**src/rtl/mem_stage_sram.sv**
```systemverilog
// mem_stage_sram
//   Pipeline MEM stage in front of a 16-bit asynchronous SRAM.
//   - Each 32-bit load or store is split into two halfword accesses:
//     LO first (bits [15:0]), then HI (bits [31:16]).
//   - While an access is in progress, the stage stalls everything upstream.
//   - During a stall, the output register carries bubbles.
//
// Ports
//   clk, rst               clock (rising edge); synchronous active-low reset
//   WB_En_in, MEM_R_En_in,
//   MEM_W_En_in            control bits from the EXE stage register
//   dest_in                destination register number
//   ALU_result_in          ALU result / byte address for loads and stores
//   readdata_in            store data
//   WB_En, MEM_R_En, dest,
//   ALU_result, mem_data   registered outputs towards write-back
//   freeze                 combinational stall request, 1 = hold upstream
//   SRAM_ADDR, SRAM_WE_N   SRAM halfword address, active-low write strobe
//   sram_dq_out, sram_dq_oe,
//   sram_dq_in             split bidirectional SRAM data bus
module mem_stage_sram (
  input  logic        clk,
  input  logic        rst,
  input  logic        WB_En_in,
  input  logic        MEM_R_En_in,
  input  logic        MEM_W_En_in,
  input  logic [4:0]  dest_in,
  input  logic [31:0] ALU_result_in,
  input  logic [31:0] readdata_in,
  output logic        WB_En,
  output logic        MEM_R_En,
  output logic [4:0]  dest,
  output logic [31:0] ALU_result,
  output logic [31:0] mem_data,
  output logic        freeze,
  output logic [17:0] SRAM_ADDR,
  output logic        SRAM_WE_N,
  output logic [15:0] sram_dq_out,
  output logic        sram_dq_oe,
  input  logic [15:0] sram_dq_in
);

  typedef enum logic [1:0] {S_IDLE, S_LO, S_HI, S_DONE} state_t;

  state_t      r_state;
  state_t      w_next;
  logic [31:0] r_buf;
  logic        w_req;
  logic        w_is_wr;
  logic        w_is_rd;
  logic [16:0] w_word;

  // Simultaneous read and write requests are treated as a write.
  assign w_req   = MEM_R_En_in | MEM_W_En_in;
  assign w_is_wr = MEM_W_En_in;
  assign w_is_rd = MEM_R_En_in & ~MEM_W_En_in;

  // Word index is (addr - 1024)[18:2].
  // Subtracting 1024 never touches bits [1:0], so 256 is subtracted from
  // bits [18:2] directly. The result wraps modulo 2^17.
  assign w_word = ALU_result_in[18:2] - 17'd256;

  // State register
  always_ff @(posedge clk) begin
    if (!rst) r_state <= S_IDLE;
    else      r_state <= w_next;
  end

  // Next-state logic
  always_comb begin
    w_next = r_state;
    case (r_state)
      S_IDLE:  w_next = w_req ? S_LO : S_IDLE;
      S_LO:    w_next = S_HI;
      S_HI:    w_next = S_DONE;
      S_DONE:  w_next = S_IDLE;
      default: w_next = S_IDLE;
    endcase
  end

  // Outputs: stall request and SRAM bus.
  // All of them are forced inactive while reset is held.
  always_comb begin
    freeze      = 1'b0;
    SRAM_ADDR   = '0;
    SRAM_WE_N   = 1'b1;
    sram_dq_out = '0;
    sram_dq_oe  = 1'b0;
    if (rst) begin
      case (r_state)
        S_IDLE: freeze = w_req;
        S_LO, S_HI: begin
          freeze    = 1'b1;
          SRAM_ADDR = {w_word, (r_state == S_HI)};
          if (w_is_wr) begin
            SRAM_WE_N   = 1'b0;
            sram_dq_oe  = 1'b1;
            sram_dq_out = (r_state == S_HI) ? readdata_in[31:16] : readdata_in[15:0];
          end
        end
        default: ;
      endcase
    end
  end

  // Load buffer.
  // The asynchronous SRAM data is valid within the cycle, so it is
  // captured at the end of LO (low half) and HI (high half).
  always_ff @(posedge clk) begin
    if (!rst) begin
      r_buf <= '0;
    end else if (w_is_rd) begin
      if (r_state == S_LO) r_buf[15:0]  <= sram_dq_in;
      if (r_state == S_HI) r_buf[31:16] <= sram_dq_in;
    end
  end

  // Output register: a bubble is loaded while stalled.
  always_ff @(posedge clk) begin
    if (!rst || freeze) begin
      WB_En      <= 1'b0;
      MEM_R_En   <= 1'b0;
      dest       <= '0;
      ALU_result <= '0;
      mem_data   <= '0;
    end else begin
      WB_En      <= WB_En_in;
      MEM_R_En   <= MEM_R_En_in;
      dest       <= dest_in;
      ALU_result <= ALU_result_in;
      mem_data   <= (r_state == S_DONE && w_is_rd) ? r_buf : '0;
    end
  end

endmodule

```
**config.mk**
```make
export PLATFORM = sky130hd
export DESIGN_NAME = mem_stage_sram
export DESIGN_NICKNAME = d
export VERILOG_FILES = /design/src/rtl/mem_stage_sram.sv
export SDC_FILE = /design/constraint.sdc
export NUM_CORES = 1
export LEC_CHECK = 0
export CORE_MARGIN = 2
export CORE_UTILIZATION = 35
export CTS_CLUSTER_DIAMETER = 200
export CTS_CLUSTER_SIZE = 16
export DETAILED_ROUTE_END_ITERATION = 6
export HOLD_SLACK_MARGIN = 0.15
export PLACE_DENSITY = 0.76
export SYNTH_ARGS = -nofsm -noshare
export SYNTH_HDL_FRONTEND = slang
export SYNTH_SLANG_ARGS = --single-unit
```
**constraint.sdc**
```tcl
create_clock -name clk -period 1.9 [get_ports clk]
set_input_delay 0.285 -clock clk [delete_from_list [all_inputs] [get_ports clk]]
set_output_delay 0.285 -clock clk [all_outputs]
set_load 0.01 [all_outputs]
```
==> out/results.tsv <==
metric	value	unit
synth.net_count	492	
failed_checks	setup timing	
antenna_violations_before_repair	0	
grtUsageTotal	0.1864	
async_reset_ff_frac	0	
drc	0	
grt-ovfl-total	0	
synth_edf_count	0	
vias_in_the_first_global_route	3509	
worstPathRequired	1.62	ns
dominantRegCellSynth	sky130_fd_sc_hd__dfxtp_1	
p_total	0.006403	W
num_vias	3536	
cts_root_buffer	sky130_fd_sc_hd__clkbuf_8	
syn_avg_cell_area	9.379	um^2
floorplan.rows	37	
die_w	106.9	um
area_of_the_core	10320	um^2
crit_path_start	r_state[0]	
grt_max_degree	51	
leakage	2.762	nW
placed_cells_incl_taps	735	
pwr_density_cell	967.4	nW/um^2
tritoncts_clock_tree	built	
critical_path_launch_point_type	flip-flop	
yosys.area_share.xor_xnor	0.007092	
dieHeight	106.9	um
synth.mux.area_fraction	0.04323	
maximum_count_of_clock_buffers_along_a_single_path	2	
io-pin-count	198	
drt_pre_antenna_iters	4	
drv.max_cap_violation_count	0	
routabilityCongestion	0.8558	
postRouteAntennaNets	0	
setup_viol	20	
drt_wl_total	10800	um
critical_path_peak_fanout	3	
timing_max_transition_violations_final	0	
fp.dieArea	11420	um^2
synthesis.instances	395	
clock_latency_late_sink	0.35	ns
crit_share_post_route	1.063	
finalNonFillerCells	766	
ys.warnings.count	0	
peak_supply_drop	510.7	uV
synth_top_family_by_area	simple AND/OR/NAND/NOR gates	
initial_core_util	0.3589	
cts_htree_levels	3	
synthAdderAreaFrac	0.02364	
drt-initial-drc-count	118	
grt_pass1_wl	16950	um
synth-seq-cells	105	
cts_hold_repair.buffers	0	
cts-buffers-inserted	9	
min_period	2.019	ns
worst-setup-path-type	reg -> out	
fin_util	0.6411	
final_net_count	722	
min_from	ALU_result_in[14]	
cts.sinks	105	
syn_area	3705	um^2
antenna_cells	0	
run_status	finished, violations left	
final.setup_skew	0.01031	ns
max_freq	495.2	MHz
synth_compound_gate_area_share	0.06214	
end_kind	output pin	
routed_wire_length_per_instance	14.09	um
place.port_buffers	197	
cts.reportedPaths.clkPinSlew	0.10	ns
startpoint_of_the_most_critical_register_to_register_path	r_state[0]	
layout-area-overhead-vs-synth	78.66	%
yosysSeqAreaShare	0.5674	
worst_slack	-0.1193	ns
actual_transition_at_the_worst_max_transition_pin	0.3345	ns
synth_cell_types	30	
rsz_0062_raised_after_global_routing	yes	
hold_viol	0	
relSlewSlack	0.7770	
avgViaCountPerCell	4.616	
worstHoldPathType	in -> reg	
setup_tns	-1.091	ns
final_layout_size_suffix_gt1_frac	0.2397	
yosys.area_share.simple	0.2600	
arrival	1.73	ns
place_hpwl	7677	um
==> synth_stat cells (6+ instances only) <==
cell type | instances | area (um^2)
sky130_fd_sc_hd__ha_1 | 7 | 87.58
sky130_fd_sc_hd__a21oi_1 | 35 | 175.2
sky130_fd_sc_hd__dfxtp_1 | 105 | 2102
sky130_fd_sc_hd__nand2_1 | 67 | 251.5
sky130_fd_sc_hd__and2_1 | 33 | 206.5
sky130_fd_sc_hd__inv_1 | 7 | 26.28
sky130_fd_sc_hd__nor2_1 | 25 | 93.84
sky130_fd_sc_hd__and3_1 | 46 | 287.8
sky130_fd_sc_hd__clkbuf_1 | 20 | 75.07
sky130_fd_sc_hd__mux2i_1 | 16 | 160.2
sky130_fd_sc_hd__buf_2 | 6 | 30.03
==> layout by cell type (no fill, tap or decap), types with 10 or more instances in the layout <==
cell,instances
sky130_fd_sc_hd__nor2_1,12
sky130_fd_sc_hd__buf_2,19
sky130_fd_sc_hd__nand2_1,65
sky130_fd_sc_hd__buf_4,34
sky130_fd_sc_hd__buf_6,17
sky130_fd_sc_hd__and2_1,33
sky130_fd_sc_hd__clkbuf_2,10
sky130_fd_sc_hd__a21oi_1,33
sky130_fd_sc_hd__and3_1,46
sky130_fd_sc_hd__clkdlybuf4s50_1,151
sky130_fd_sc_hd__dfxtp_1,103
==> through the flow <==
step                      cell area (um^2)  setup slack [ns]  hold slack, ns
final                                 6619           -0.1193          0.2627
after global routing                  6619           -0.1795          0.2430
after CTS                             6476           -0.1259          0.1687
after detailed placement              6053           -0.8815          0.4370
after global placement                6053           -0.8160          0.4377
after floorplan                       3734           0.01271          0.4210
==> worst max-delay path: stages (launching register included) <==
cell,delay [ns]
sky130_fd_sc_hd__dfxtp_2,0.35
sky130_fd_sc_hd__inv_2,0.05
sky130_fd_sc_hd__ha_4,0.29
sky130_fd_sc_hd__nand2_4,0.07
sky130_fd_sc_hd__or4_1,0.42
sky130_fd_sc_hd__nand2_1,0.08
sky130_fd_sc_hd__buf_2,0.13
==> metal layers <==
metal | vias to the layer above | part of all wire | track usage
met4 | 0 | 0.014 | 0.06122
met3 | 12 | 0.073 | 0.06079
li1 | 1757 | - | -
met5 | - | 0 | 0
met2 | 123 | 0.53 | 0.3308
met1 | 1644 | 0.38 | 0.2104
==> state kept, by name, summed over array words and instances, names as in the netlist <==
signal / cells
ALU_result: 32
WB_En: 1
r_buf: 32
r_state: 2
mem_data: 32
MEM_R_En: 1
dest: 5
==> layout make-up <==
cell class / instances / area, um^2
flip-flops and latches: 105 / 2105
inverters: 8 / 42.54
clock buffers: 10 / 127.6
multi-input cells: 256 / 1717
repair buffers: 245 / 2372
fillers: 820 / 3705
well taps: 136 / 170.2
clock inverters: 6 / 85.08
==> power by group <==
| part | internal, W | leakage, nW | switching (W) |
|---|---|---|---|
| Combinational | 0.00135 | 1.81 | 0.00113 |
| Sequential | 0.00243 | 0.852 | 0.0000710 |
| Clock | 0.000644 | 0.104 | 0.000775 |
==> repair_timing <==
| action | in CTS | in global routing |
|---|---|---|
| gates cloned | 4 | 0 |
| setup buffers | 7 | 4 |
| pin swaps | 21 | 9 |
| setup endpoints to repair | 37 | 33 |
| gates resized for setup | 203 | 47 |
==> kinds of logic after synthesis <==
logic type	after synthesis
muxes	16
and+or+nand+nor	187
DFF	105
AOI/OAI and AO/OA	43
adders and majority gates	7
buffers and inverters	34
xor gates and xnor gates	3
==> final timing paths <==
kind | endpoint | slack (ns) | cells after the start
max | SRAM_ADDR[14] | -0.12 | 6
min | ALU_result[14] | 0.26 | 3
min reg2reg | r_buf[10] | 0.46 | 2
max reg2reg | r_buf[25] | 0.17 | 10
No activity file was read; power rests on OpenSTA's default activity.
